--- src/rtl/fifo_rd_pkg.sv ---
// rtl/fifo_rd_pkg.sv - shared constants and helpers for the clkb-domain FIFO drainer
package fifo_rd_pkg;

    localparam int DW_DEF      = 8;
    localparam int PKT_LEN_DEF = 8;
    localparam int HOLD_DEPTH  = 2;

    typedef logic [1:0] occ_t;

    // Width of the packet byte index; never narrower than one bit.
    function automatic int idx_width(input int pkt_len);
        return (pkt_len > 2) ? $clog2(pkt_len) : 1;
    endfunction

endpackage

--- src/rtl/fifo_rd_stream_if.sv ---
// rtl/fifo_rd_stream_if.sv - FIFO read port plus outgoing byte stream
interface fifo_rd_stream_if
    import fifo_rd_pkg::*;
#(
    parameter int DW = DW_DEF
);
    logic          emptyb;
    logic          rreqb;
    logic [DW-1:0] rdatb;
    logic          out_valid;
    logic          out_ready;
    logic [DW-1:0] out_data;
    logic          out_last;

    modport master (
        input  emptyb, rdatb, out_ready,
        output rreqb, out_valid, out_data, out_last
    );

    modport slave (
        output emptyb, rdatb, out_ready,
        input  rreqb, out_valid, out_data, out_last
    );
endinterface

--- src/rtl/fifo_rd_skid2.sv ---
// rtl/fifo_rd_skid2.sv - two-entry ordered holding buffer behind the FIFO read port
module fifo_rd_skid2
    import fifo_rd_pkg::*;
#(
    parameter int DW = DW_DEF
) (
    input  logic          clk_i,
    input  logic          rst_i,
    input  logic          flush_i,
    input  logic          push_i,
    input  logic [DW-1:0] push_data_i,
    input  logic          pop_i,
    output occ_t          occ_o,
    output logic [DW-1:0] head_o
);
    logic [DW-1:0] head_q, head_d;
    logic [DW-1:0] tail_q, tail_d;
    occ_t          occ_q, occ_d;
    logic          pop_eff;

    assign pop_eff = pop_i && (occ_q != 2'd0);

    always_comb begin
        head_d = head_q;
        tail_d = tail_q;
        occ_d  = occ_q;
        if (flush_i) begin
            head_d = '0;
            tail_d = '0;
            occ_d  = '0;
        end else begin
            case ({push_i, pop_eff})
                2'b10: begin
                    if (occ_q == 2'd0) begin
                        head_d = push_data_i;
                        occ_d  = 2'd1;
                    end else if (occ_q == 2'd1) begin
                        tail_d = push_data_i;
                        occ_d  = 2'd2;
                    end
                end
                2'b01: begin
                    head_d = tail_q;
                    occ_d  = occ_q - 2'd1;
                end
                2'b11: begin
                    // Arriving byte goes behind whatever is still held after the pop.
                    if (occ_q == 2'd1) begin
                        head_d = push_data_i;
                    end else begin
                        head_d = tail_q;
                        tail_d = push_data_i;
                    end
                end
                default: ;
            endcase
        end
    end

    always_ff @(posedge clk_i) begin
        if (rst_i) begin
            head_q <= '0;
            tail_q <= '0;
            occ_q  <= '0;
        end else begin
            head_q <= head_d;
            tail_q <= tail_d;
            occ_q  <= occ_d;
        end
    end

    a_no_overflow: assert property (@(posedge clk_i) disable iff (rst_i || flush_i)
        !(push_i && !pop_eff && occ_q == 2'(HOLD_DEPTH)));

    assign occ_o  = occ_q;
    assign head_o = head_q;

endmodule

--- src/rtl/fifo_rd_stream.sv ---
// rtl/fifo_rd_stream.sv - drains the dual-clock FIFO read port into a framed byte stream
module fifo_rd_stream
    import fifo_rd_pkg::*;
#(
    parameter int DW      = DW_DEF,
    parameter int PKT_LEN = PKT_LEN_DEF
) (
    input  logic             clkb,
    input  logic             rstb,
    input  logic             flush,
    fifo_rd_stream_if.master bus
);
    localparam int            IW       = idx_width(PKT_LEN);
    localparam logic [IW-1:0] LAST_IDX = IW'(PKT_LEN - 1);

    logic          inflight_q, inflight_d;
    logic [IW-1:0] idx_q, idx_d;
    occ_t          occ;
    logic [DW-1:0] head;
    logic          clear;
    logic          pop;
    logic          rreq;
    logic [2:0]    committed;

    assign clear = flush | rstb;
    assign pop   = (occ != 2'd0) & bus.out_ready;

    // Slots already spoken for once this cycle's pop leaves: held bytes plus the one in flight.
    assign committed = {1'b0, occ} + {2'b0, inflight_q} - {2'b0, pop};
    assign rreq      = ~bus.emptyb & ~clear & (committed < 3'(HOLD_DEPTH));

    fifo_rd_skid2 #(
        .DW (DW)
    ) u_skid (
        .clk_i       (clkb),
        .rst_i       (rstb),
        .flush_i     (flush),
        .push_i      (inflight_q & ~clear),
        .push_data_i (bus.rdatb),
        .pop_i       (pop),
        .occ_o       (occ),
        .head_o      (head)
    );

    always_comb begin
        inflight_d = rreq;
        idx_d      = idx_q;
        if (flush) begin
            idx_d = '0;
        end else if (pop) begin
            idx_d = (idx_q == LAST_IDX) ? '0 : idx_q + IW'(1);
        end
    end

    always_ff @(posedge clkb) begin
        if (rstb) begin
            inflight_q <= 1'b0;
            idx_q      <= '0;
        end else begin
            inflight_q <= inflight_d;
            idx_q      <= idx_d;
        end
    end

    assign bus.rreqb     = rreq;
    assign bus.out_valid = (occ != 2'd0);
    assign bus.out_data  = head;
    assign bus.out_last  = (occ != 2'd0) && (idx_q == LAST_IDX);

endmodule

--- src/flat_wrapper.sv ---
// flat-port wrapper written by rule: the top's interface ports become plain ports
module fifo_rd_stream_flat import fifo_rd_pkg::*;
#(
    parameter int DW      = DW_DEF,
    parameter int PKT_LEN = PKT_LEN_DEF
)
  (clkb, rstb, flush, bus_emptyb, bus_rdatb, bus_out_ready, bus_rreqb, bus_out_valid, bus_out_data, bus_out_last);
  fifo_rd_stream_if #(.DW(DW)) bus_i ();
  input  logic clkb;
  input  logic rstb;
  input  logic flush;
  input wire logic [$bits(bus_i.emptyb)-1:0] bus_emptyb;
  input wire logic [$bits(bus_i.rdatb)-1:0] bus_rdatb;
  input wire logic [$bits(bus_i.out_ready)-1:0] bus_out_ready;
  output wire logic [$bits(bus_i.rreqb)-1:0] bus_rreqb;
  output wire logic [$bits(bus_i.out_valid)-1:0] bus_out_valid;
  output wire logic [$bits(bus_i.out_data)-1:0] bus_out_data;
  output wire logic [$bits(bus_i.out_last)-1:0] bus_out_last;
  assign bus_i.emptyb = bus_emptyb;
  assign bus_i.rdatb = bus_rdatb;
  assign bus_i.out_ready = bus_out_ready;
  assign bus_rreqb = bus_i.rreqb;
  assign bus_out_valid = bus_i.out_valid;
  assign bus_out_data = bus_i.out_data;
  assign bus_out_last = bus_i.out_last;
  fifo_rd_stream #(.DW(DW), .PKT_LEN(PKT_LEN)) u_core (.clkb(clkb), .rstb(rstb), .flush(flush), .bus(bus_i));
endmodule
--- config.mk ---
export PLATFORM = sky130hd
export DESIGN_NAME = fifo_rd_stream_flat
export DESIGN_NICKNAME = d
export VERILOG_FILES = /design/src/rtl/fifo_rd_pkg.sv /design/src/rtl/fifo_rd_stream_if.sv /design/src/rtl/fifo_rd_skid2.sv /design/src/rtl/fifo_rd_stream.sv /design/src/flat_wrapper.sv
export SDC_FILE = /design/constraint.sdc
export NUM_CORES = 1
export LEC_CHECK = 0
export CAP_MARGIN = 20
export CELL_PAD_IN_SITES_DETAIL_PLACEMENT = 0
export CELL_PAD_IN_SITES_GLOBAL_PLACEMENT = 1
export CORE_AREA = 5 5 64 66
export DETAILED_ROUTE_END_ITERATION = 7
export DIE_AREA = 0 0 69 71
export GPL_TIMING_DRIVEN = 0
export PLACE_DENSITY_LB_ADDON = 0.2
export SLEW_MARGIN = 20
export SYNTH_ARGS = -nofsm -noshare
export SYNTH_HDL_FRONTEND = slang
export SYNTH_SLANG_ARGS = --single-unit
--- constraint.sdc ---
create_clock -name clkb -period 3 [get_ports clkb]
set_input_delay 0.45 -clock clkb [delete_from_list [all_inputs] [get_ports clkb]]
set_output_delay 0.45 -clock clkb [all_outputs]
set_load 0.05 [all_outputs]
Yosys cells after proc, flatten, opt, wreduce, memory -nomap -nowiden
Index checks and enable logic that the tools add are counted.
Cells by class
  $add $sub $neg: 4
  order comparisons: 1
  eq/ne operators: 9
  muxes and demuxes: 10
  bitwise gates (word level): 7
  reductions and logical operators: 11
Operator list (number)
  $mux 8: 4
  $pmux 8 s3: 1
  $pmux 8 s2: 1
  $ne 2x2->1 const B: 3
  $reduce_bool 2->1: 3
  $and 1x1->1: 4
  $eq 2x1->1 const B: 2
  $eq 2x2->1 const B: 2
  $mux 2: 2
  $pmux 2 s2: 1
  $reduce_and 2->1: 2
  $add 2x1->3: 1
  $add 3x1->3 const B: 1
  $eq 3x3->1 const B: 1
  $lt 3x2->1 const B: 1
  $mux 3: 1
  $ne 3x3->1 const B: 1
  $reduce_and 3->1: 1
  $reduce_bool 3->1: 1
  $sub 3x1->3: 1
  $logic_and 1x1->1: 2
  $logic_not 2->1: 1
  $not 1->1: 2
  $reduce_or 2->1: 1
  other kinds (2): 2
Word-level totals
  register bits: 22
  input bits: 13
  output and inout bits: 11

Logic depth before layout (Yosys ltp)
Gate-level depths: netlist (run 1).
  depth after elaboration: 6
  mapped depth: 11
  mapped depth without buffers: 9

Hierarchy
From an unflattened synthesis (run 1), not the netlist that was laid out.
Second synthesis, totals
  cells, all modules: 118
  area, all modules: 1159.9 um2
By module, submodules not included
  fifo_rd_skid2: times used 1, cells each 89, area an instance 837.1 um2, seq. area each 360.3 um2
  fifo_rd_stream: times used 1, cells each 29, area an instance 322.8 um2, seq. area each 80.1 um2

Worst setup path before layout (run 1)
OpenSTA, ideal clock, no wires.
  kind: register to output
  start: register u_core.u_skid.occ_q[1], in the netlist u_core.u_skid.occ_o[1]
  end: output bus_rreqb
  arrival time: 3.667 ns
  slack: -1.117 ns
  cell stages (with the launch flop): 12
  buffers on the path: 2
  cells stage by stage: dfxtp_1 > inv_1 > ha_1 > buf_6 > nand2b_4 > buf_6 > inv_2 > ha_1 > nand2b_1 > fa_1 > xor2_1 > nor4b_1
On the way
  longest elaborated chain between the ends: 5
Ends and longest elaborated chain
  start, declared: line fifo_rd_skid2.sv:18  | occ_t occ_q, occ_d;
  start signal, assigned: line fifo_rd_skid2.sv:64  | occ_q <= '0;
  start signal, assigned: line fifo_rd_skid2.sv:68  | occ_q <= occ_d;
  $reduce_bool 2->1: line fifo_rd_stream.sv:26  | assign pop = (occ != 2'd0) & bus.out_ready;
  $and 1x1->1: line fifo_rd_stream.sv:26
  named net u_core.pop: line fifo_rd_stream.sv:21  | logic pop;
  $sub 3x1->3: line fifo_rd_stream.sv:29  | assign committed = {1'b0, occ} + {2'b0, inflight_q} - {2'b0, pop};
  $lt 3x2->1: line fifo_rd_stream.sv:30  | assign rreq = ~bus.emptyb & ~clear & (committed < 3'(HOLD_DEPTH));
  $and 1x1->1: line fifo_rd_stream.sv:30
  end, declared: line flat_wrapper.sv:15  | output wire logic [$bits(bus_i.rreqb)-1:0] bus_rreqb;
The timed path passes the listed nets, and every way through them passes these cells.

Final worst setup path (run 1)
Ends and elaborated chain as after synthesis.

==> summary.txt, run 1 <==
Status
  – Status: finished, final reports clean

Drt
  – Remaining DRCs: 0
  – Initial DRC Count: 46
  – Final ANT Viol Nets: 0
  – Drt pass-1 iters: 4
  – Via/cell ratio: 5.09
  – Routed len/inst: 14.8 µm
  – Via count: 1100
  – Drt total wl: 3200 µm

Synthesis
  – Synth warn: 0
  – Syn Std Cell Area: 1270 µm²
  – Mean Syn Cell Area: 9.19 µm²
  – Syn Nets: 157
  – Post-synth cell types: 37
  – Seq cells post-synth: 22
  – Sequential area share after synthesis: 0.347
  – Mapped Cells: 138

Floorplan
  – I/O Pins: 24
  – Initial cell density of the core: 0.360
  – Core area: 3520 µm²
  – Die ar.: 4900 µm²
  – Die Wd: 69 µm
  – Chip height: 71 µm
  – Rows: 22

Global routing
  – Overall global routing resource usage: 0.134
  – Largest net degree at the start of global routing: 14
  – GRT Residual Overflow: 0
  – First-pass GRT wire length: 5440 µm
  – Initial antenna violation count: 0
  – Vias in the first global route: 1163

Final layout
  – Filler cells: 381
  – Area Overhead vs Synth: 34.3%
  – Most common cell after layout, fill and taps aside: clkdlybuf4s50_1
  – Fin util: 0.484
  – Nets: 188
  – Non-Filler Instances: 216
  – Diode count: 0
  – Commonest cells after routing, fill and taps aside: clkdlybuf4s50_1 (21), dfxtp_1 (20), o21ai_0 (15), mux2i_1 (9)
  – Share of cells above drive strength 1: 0.250

Power and ir drop
  – Clk pwr share: 0.369
  – Comb pwr share: 0.164
  – Internal: 476 µW
  – Switch share: 0.252
  – Leak: 0.640 nW
  – Sequential share of power: 0.467
  – Total chip power: 636 µW
  – Sw Pwr: 160 µW
  – VDD IR max: 161 µV
  – Cell Pwr Density: 373 nW/µm²

Clock tree
  – CTS H-tree lvls: 1
  – Clk sinks: 22
  – Post-CTS Hold Fix Bufs: 0
  – Clk_lat worst skew: 320 ps
  – Root Buffer: clkbuf_4
  – CTS tree: built
  – Clock buffer depth: 2
  – Clock buffer count from CTS: 3
  – Clock slew seen by the registers of the worst setup and hold paths: 140 ps

Place
  – GPL Wtd Cong: 0.789
  – Placed Instances: 209
  – Placement Setup Slack: -895 ps
  – DP HPWL: 2300 µm
  – IO Port Bufs: 23

Timing
  – Worst relative slew slack: 0.591
  – Pins over their slew limit: 0
  – Worst Slack Setup Final: 96.8 ps
  – Max frequency: 0.344 GHz
  – Fin crit period: 2900 ps
  – TNS Setup: 0 ps
  – Hold Vio Cnt, Final: 0
  – RSZ-0062 raised after global routing: yes
  – Endpoints failing setup: 0
  – Slew @ Worst Pin: 614 ps
  – Final Skew: 9.11 ps
  – Tcrit/Tclk final: 0.968

Setup path
  – Crit start category: flip-flop
  – WP data required: 2550 ps
  – CP arrival: 2450 ps
  – CP max stage cell: dfxtp_4
  – Crit-path cells: inv_4, ha_4, nand2b_4, inv_8, ha_4, nand2b_4, fa_2, xor2_2, nor4b_4, buf_6
  – Crit. End Element: output port
  – Crit path max fanout: 3
  – Max incr delay on CP: 380 ps
  – Crit path kind: reg -> out

Flow run
  – Max-cap violations: 0

Worst hold path
  – Hold crit path type: reg -> reg
-- cell type report --
cell class	count	area [µm²]	share of cell area
Sequential cell	22	448	0.263
Tap cell	48	60.1	0.0352
Clock inverter	1	30.0	0.0176
Inverter	5	31.3	0.0184
Timing Repair Buffer	28	268	0.157
Multi-Input combinational cell	100	797	0.468
Buffer	9	47.5	0.0279
Clock buffer	3	22.5	0.0132
-- kinds of logic (layout without fill, tap and decap cells) --
kind of cell / Yosys count / count (layout) / share of synthesized area
muxes: 14 / 14 / 0.115
buffers and inverters: 16 / 46 / 0.0700
adders and majority gates: 6 / 6 / 0.0651
DFF: 22 / 22 / 0.347
and+or+nand+nor: 35 / 35 / 0.159
AOI/OAI and AO/OA: 44 / 44 / 0.237
xor gates and xnor gates: 1 / 1 / 0.00690
-- through the flow --
step | cell area [µm²] | hold slack, ps
after floorplan | 1340 | 436
after global placement | 1630 | 437
after detailed placement | 1630 | 447
after CTS | 1700 | 467
after global routing | 1700 | 496
final | 1700 | 467
-- synth_stat cells, drive strengths merged --
| cell | count | share of area |
|---|---|---|
| nand2 | 6 | 0.018 |
| inv | 5 | 0.015 |
| and3 | 2 | 0.0099 |
| clkbuf | 2 | 0.0059 |
| and4 | 1 | 0.0069 |
| or2 | 1 | 0.0049 |
| o21ai | 15 | 0.059 |
| nor4b | 2 | 0.014 |
| a211oi | 2 | 0.012 |
| a311oi | 2 | 0.014 |
| a21o | 2 | 0.012 |
| a31oi | 3 | 0.027 |
| nand2b | 2 | 0.016 |
| a21oi | 10 | 0.045 |
| buf | 9 | 0.049 |
| nor2b | 4 | 0.026 |
| ha | 5 | 0.049 |
| nand3b | 1 | 0.0059 |
| o22ai | 5 | 0.025 |
| a2111oi | 2 | 0.024 |
| dfxtp | 22 | 0.35 |
| a31o | 2 | 0.014 |
| nor2 | 5 | 0.015 |
| nand3 | 8 | 0.032 |
| nor3 | 3 | 0.012 |
| fa | 1 | 0.016 |
| mux2i | 9 | 0.071 |
| mux2 | 5 | 0.044 |
| xor2 | 1 | 0.0069 |
| o211ai | 1 | 0.0059 |
-- power groups by stage --
stage | combinational (mW) | sequential (mW) | clock (mW)
floorplan | 0.0544 | 0.312 | 0
global placement | 0.100 | 0.304 | 0
detailed placement | 0.102 | 0.304 | 0
CTS | 0.105 | 0.297 | 0.239
global route | 0.112 | 0.298 | 0.252
finish | 0.104 | 0.297 | 0.235
-- path summary, 6_finish.rpt --
| check | startpoint | endpoint | slack, ps | cells after the start |
|---|---|---|---|---|
| worst max-delay path | u_core.u_skid.occ_o[1] | bus_rreqb | 100 | 10 |
| worst min-delay path | u_core.idx_q[1] | u_core.idx_q[1] | 470 | 2 |
| worst max register to register | u_core.u_skid.occ_o[1] | u_core.inflight_q | 960 | 9 |
| worst min register to register | u_core.idx_q[1] | u_core.idx_q[1] | 470 | 2 |
-- sequential cells by signal, summed over array words and instances, names as in the netlist --
register and cells:
u_core.u_skid.head_o 8, u_core.u_skid.tail_q 8, u_core.idx_q 3, u_core.u_skid.occ_o 2, u_core.inflight_q 1
-- metal layers --
metal  part of all wire  wire (µm)  global-route usage  vias to the layer above
li1                   -          -                   -                      568
met1               0.47       1510               0.166                      515
met2               0.49       1570               0.237                       15
met3              0.030         95              0.0284                        2
met4             0.0066         21              0.0325                        0
met5                  0          0                   0                        -
-- worst max-delay path: cells and delay by family, from the launching register on --
| family | cells | cell delay (ps) |
|---|---|---|
| flops | 1 | 380 |
| simple gates | 3 | 580 |
| fa+ha+maj | 3 | 680 |
| xor+xnor | 1 | 170 |
| buf+inv | 3 | 300 |
-- what timing repair did --
action	in CTS	in global routing
setup endpoints to repair	1	1
resized for setup	10	0
pin swaps	3	2
setup buffers	5	0
No activity file was read; power rests on OpenSTA's default activity.
==> run 2, diff against run 1 <==
Settings changed: SLEW_MARGIN 20 to 10.
==> results of run 2 <==
The final DEF is identical to that of run 1; final timing and power are the same.
==> edit 1, RTL diff (flow settings as in run 2) <==
Change the package constant `DW_DEF` from 8 to 10.
--- a/src/rtl/fifo_rd_pkg.sv
+++ b/src/rtl/fifo_rd_pkg.sv
@@ -1,7 +1,7 @@
 // rtl/fifo_rd_pkg.sv - shared constants and helpers for the clkb-domain FIFO drainer
 package fifo_rd_pkg;
 
-    localparam int DW_DEF      = 8;
+    localparam int DW_DEF      = 10;
     localparam int PKT_LEN_DEF = 8;
     localparam int HOLD_DEPTH  = 2;
 
Ports: changed (resized bus_out_data and bus_rdatb); port bits go from 24 to 28. No check against the original RTL was run, so the function may have changed too.
==> edit 1 against run 2 <==
  * Wire length grew 30%
  * Via count grew 37%
  * Critical path depth is the same
  * Total power shrank 2.4%
  * Area after synthesis grew 16%
  * Worst setup slack lost 0.051 ns
  * Clock power shrank 34%
  * Cell count grew 23%
  * Final area grew 17%
  * Worst hold slack lost 0.0027 ns
  * Die area is the same
  * Sequential cell count grew 4
  * Register-to-register slack lost 0.13 ns
  * Maximum frequency shrank 1.7%
  * Largest cell class unchanged
  * Largest power group unchanged
  * Highest routed layer unchanged
==> edit 1: results (changes against run 2) <==
PortBufs: 27 (was 23)
drt pass-1 iters: 4 (unchanged)
Vias/cell: 5.68 (was 5.09)
Yosys cell types: 32 (was 37)
setup repair bufs after CTS: 8 (was 5)
crit-path max cell delay: 0.42 ns (was 0.38 ns)
CP max-delay cell: fa_2 (was dfxtp_4)
post-synthesis compound-gate area fraction: 27.2% (was 23.7%)
mux cell area share after synthesis: 4.60% (was 11.5%)
layout cells sized above 1: 20.7% (was 25.0%)
sw power: 171 µW (was 160 µW)
initial drt markers: 79 (was 46)
yosys warns: 0 (unchanged)
vias in the first global route: 1,421 (was 1,163)
combinational share of power: 18.2% (was 16.4%)
Worst Skew: 0.00830 ns (was 0.00911 ns)
Synthesized Nets: 196 (was 157)
syn_area_per_cell: 8.39 µm² (was 9.19 µm²)
met2 GRT Util: 27.8% (was 23.7%)
largest cells by area after synthesis: dfxtp_1 (35%), a21oi_1 (6.5%), nand2_1 (5.9%) (was dfxtp_1 (35%), mux2i_1 (7.1%), o21ai_0 (5.9%))
Sw Share: 27.6% (was 25.2%)
Synth Area in XOR/XNOR: 1.19% (was 0.690%)
Synth async-reset ratio: 0% (unchanged)
CTS root buf: clkbuf_4 (unchanged)
Post-Synth Adder-Cell Area: 5.62% (was 6.51%)
fin cells: 265 (was 216)
placed cell area: 1840 µm² (was 1630 µm²)
clk buf depth: 2 (unchanged)
max layer used: met4 (unchanged)
met2 routed WL: 2040 µm (was 1570 µm)
gpl congestion: 0.851 (was 0.789)
Clk pwr share: 25.1% (was 36.9%)
Most used DFF post-synth: dfxtp_1 (unchanged)
outcome: finished, final reports clean (unchanged)
met3 usage: 3.27% (was 2.84%)
GR Layer Usage met1: 21.4% (was 16.6%)
CP delay by family, top: adder cells (unchanged)
pre-CTS WS: -0.969 ns (was -0.895 ns)
sequential-to-total area share from yosys stat: 35.4% (was 34.7%)
Min-Delay Path Class: reg2reg (unchanged)
worst vdd ir: 0.155 mV (was 0.161 mV)
leading cell types by count after synthesis: dfxtp_1 (26), nand2_1 (23), a21oi_1 (19) (was dfxtp_1 (22), o21ai_0 (15), mux2i_1 (9))
DR WL/cell: 15.7 µm (was 14.8 µm)
largest net degree at the start of global routing: 15 (was 14)
wire length on met1: 1850 µm (was 1510 µm)
post-cts resize count: 17 (was 10)
worst slew pin tran: 0.872 ns (was 0.614 ns)
placed cells: 250 (was 209)
Crit Path Max Fanout: 2 (was 3)
Clock transition at path regs: 0.14 ns (about the same)
Detail Placement HPWL: 2870 µm (was 2300 µm)
met3 WL: 203 µm (was 95 µm)
first-pass GRT wire length: 6760 µm (was 5440 µm)
LEAKAGE: 0.000717 µW (was 0.000640 µW)
All-Layer GR Usage: 16.7% (was 13.4%)
htree depth: 1 (unchanged)
crit path DAT: 2.50 ns (was 2.45 ns)
Nets: 239 (was 188)
==> edit 1: changes by cell type after synthesis, moves of 6 or more <==
cell / delta
nand2_1: +17
mux2i_1: -9
a21oi_1: +11
nor3_1: +6
o221ai_1: +7
o41ai_1: +7
==> edit 1: final cells by class <==
| class | instances | area, µm² |
|---|---|---|
| Fill cell | 351 | 1520 |
| Inverter | 6 | 30.0 |
| Multi-Input combinational cell | 130 | 926 |
| Timing Repair Buffer | 39 | 360 |
| Sequential cell | 26 | 526 |
| Tap cell | 48 | 60.1 |
| Clock buffer | 4 | 26.3 |
| Buffer | 12 | 71.3 |
==> edit 1: final timing paths <==
kind                            from                      end  slack (ns)  cells past startpoint
max reg2reg   u_core.u_skid.occ_o[1]  u_core.u_skid.tail_q[7]        0.83                      9
max           u_core.u_skid.occ_o[1]                bus_rreqb        0.05                     10
min reg2reg  u_core.u_skid.head_o[8]  u_core.u_skid.head_o[8]        0.46                      2
min          u_core.u_skid.head_o[8]  u_core.u_skid.head_o[8]        0.46                      2
==> edit 2, RTL diff (settings of run 2) <==
Made on the original files. Make the reset (`rst_i` and `rstb`) asynchronous in 2 clocked blocks.
--- a/src/rtl/fifo_rd_skid2.sv
+++ b/src/rtl/fifo_rd_skid2.sv
@@ -57,7 +57,7 @@
         end
     end
 
-    always_ff @(posedge clk_i) begin
+    always_ff @(posedge clk_i or posedge rst_i) begin
         if (rst_i) begin
             head_q <= '0;
             tail_q <= '0;
--- a/src/rtl/fifo_rd_stream.sv
+++ b/src/rtl/fifo_rd_stream.sv
@@ -52,7 +52,7 @@
         end
     end
 
-    always_ff @(posedge clkb) begin
+    always_ff @(posedge clkb or posedge rstb) begin
         if (rstb) begin
             inflight_q <= 1'b0;
             idx_q      <= '0;
Check against the original RTL: differs if rstb is asserted again (counterexample within 4 cycles, from zero or initial values and one cycle with rstb high); with rstb held inactive, the same outputs for 10 cycles.
==> edit 2 against run 2 <==
  * Final area up 14%
  * Non-clock buffer count is 8 higher
  * First-iteration DRC count rose by 98%
  * Sequential share of layout area is 2.2 points higher
  * Global-route usage increased by 2.9 points
  * Sequential cell count did not move
  * Worst hold slack gained 0.059 ns
  * Worst setup slack got worse by 0.015 ns
  * Area after synthesis increased by 15%
  * Wire length grew 21%
Power is not compared: it rests on default switching activity, and its combinational part moved more than twofold at a synthesized area within 25%.
==> edit 2: results (changes against run 2) <==
outcome: finished, final reports clean (unchanged)
largest cells by area after synthesis: dfrtp_1 (38%), ha_1 (6.8%), mux2_2 (6.2%) (was dfxtp_1 (35%), mux2i_1 (7.1%), o21ai_0 (5.9%))
Nets: 213 (was 188)
post-synthesis compound-gate area fraction: 18.2% (was 23.7%)
GR Layer Usage met1: 21.0% (was 16.6%)
gpl congestion: 0.850 (was 0.789)
met3 usage: 2.27% (was 2.84%)
R2R Path End: u_core.u_skid.tail_q[2] (was u_core.inflight_q)
met3 WL: 113 µm (was 95 µm)
Detail Placement HPWL: 2620 µm (was 2300 µm)
first-pass GRT wire length: 6520 µm (was 5440 µm)
initial drt markers: 91 (was 46)
R2R depth: 12 (was 9)
WHS Endpoint: u_core.u_skid.head_o[1] (was u_core.idx_q[1])
CP delay by family, top: adder cells (unchanged)
Reg-to-Reg Start: u_core.u_skid.occ_o[0] (was u_core.u_skid.occ_o[1])
leading cell types by count after synthesis: dfrtp_1 (22), inv_1 (16), nor2_1 (10) (was dfxtp_1 (22), o21ai_0 (15), mux2i_1 (9))
crit-path max cell delay: 0.51 ns (was 0.38 ns)
All-Layer GR Usage: 16.3% (was 13.4%)
mux cell area share after synthesis: 6.16% (was 11.5%)
layout cells sized above 1: 22.6% (was 25.0%)
CTS buffer count: 3 (unchanged)
Post-Synth Adder-Cell Area: 8.22% (was 6.51%)
total number of vias: 1,300 (was 1,100)
Yosys cell types: 33 (was 37)
max layer used: met4 (unchanged)
antenna violations before repair: 0 (unchanged)
LEAKAGE: 0.000819 µW
Reg2Reg Setup Slack: 0.37 ns (was 0.96 ns)
drt total wl: 3860 µm (was 3200 µm)
sequential-to-total area share from yosys stat: 37.7% (was 34.7%)
Synthesized Nets: 175 (was 157)
crit path DAT: 2.47 ns (was 2.45 ns)
largest net degree at the start of global routing: 23 (was 14)
wire length on met1: 1820 µm (was 1510 µm)
Rel. slew slack: 39.5% (was 59.1%)
Synth Area in XOR/XNOR: 0.599% (was 0.690%)
met2 GRT Util: 28.3% (was 23.7%)
met2 routed WL: 1880 µm (was 1570 µm)
Worst Skew: 0.0106 ns (was 0.00911 ns)
clk buf depth: 2 (unchanged)
Synth async-reset ratio: 100% (was 0%)
hold_sp: u_core.u_skid.head_o[1] (was u_core.idx_q[1])
yosys warns: 0 (unchanged)
final hold slack: 0.526 ns (was 0.467 ns)
CP max-delay cell: fa_2 (was dfxtp_4)
==> edit 2: what timing repair did <==
item,CTS,global route
setup endpoints to repair,1,1
pin swaps,3,1
gates resized for setup,21,1
buffers inserted,7,4
==> edit 2: layout make-up <==
| class | count | area [µm²] |
|---|---|---|
| plain buffers | 11 | 67.6 |
| repair buffers | 34 | 318 |
| fillers | 342 | 1590 |
| well taps | 48 | 60.1 |
| multi-input cells | 103 | 822 |
| inverters | 16 | 62.6 |
| clock inverters | 1 | 30.0 |
| flip-flops and latches | 22 | 552 |
| clock buffers | 3 | 22.5 |
==> edit 2: logic make-up (layout without fill, tap and decap cells) <==
kind of cell               Yosys count  count (layout)
adders and majority gates            9               9
xor gates and xnor gates             1               1
DFF                                 22              22
buffers and inverters               28              65
muxes                                8               8
AOI/OAI and AO/OA                   35              35
and+or+nand+nor                     50              50
==> edit 2: worst max-delay path by stage <==
stage                                      start  slack [ns]        end
final                     u_core.u_skid.occ_o[0]        0.08  bus_rreqb
after global routing      u_core.u_skid.occ_o[1]      -0.002  bus_rreqb
after CTS                 u_core.u_skid.occ_o[0]       0.001  bus_rreqb
after detailed placement  u_core.u_skid.occ_o[0]       -0.95  bus_rreqb
after global placement    u_core.u_skid.occ_o[0]       -0.89  bus_rreqb
after floorplan           u_core.u_skid.occ_o[0]       0.009  bus_rreqb
==> edit 2: through the flow <==
stage          std cells  power [µW]  utilization [%]  cell area (µm²)  setup WS [ns]
2_1_floorplan        153         837                -             1460        0.00866
3_3_place_gp         224        1010             49.8             1750         -0.887
3_5_place_dp         224        1020             49.8             1750         -0.945
4_1_cts              235        1360             54.3             1910        0.00122
5_1_grt              238        1460             54.9             1930       -0.00181
6_report             238        1370             54.9             1930         0.0821
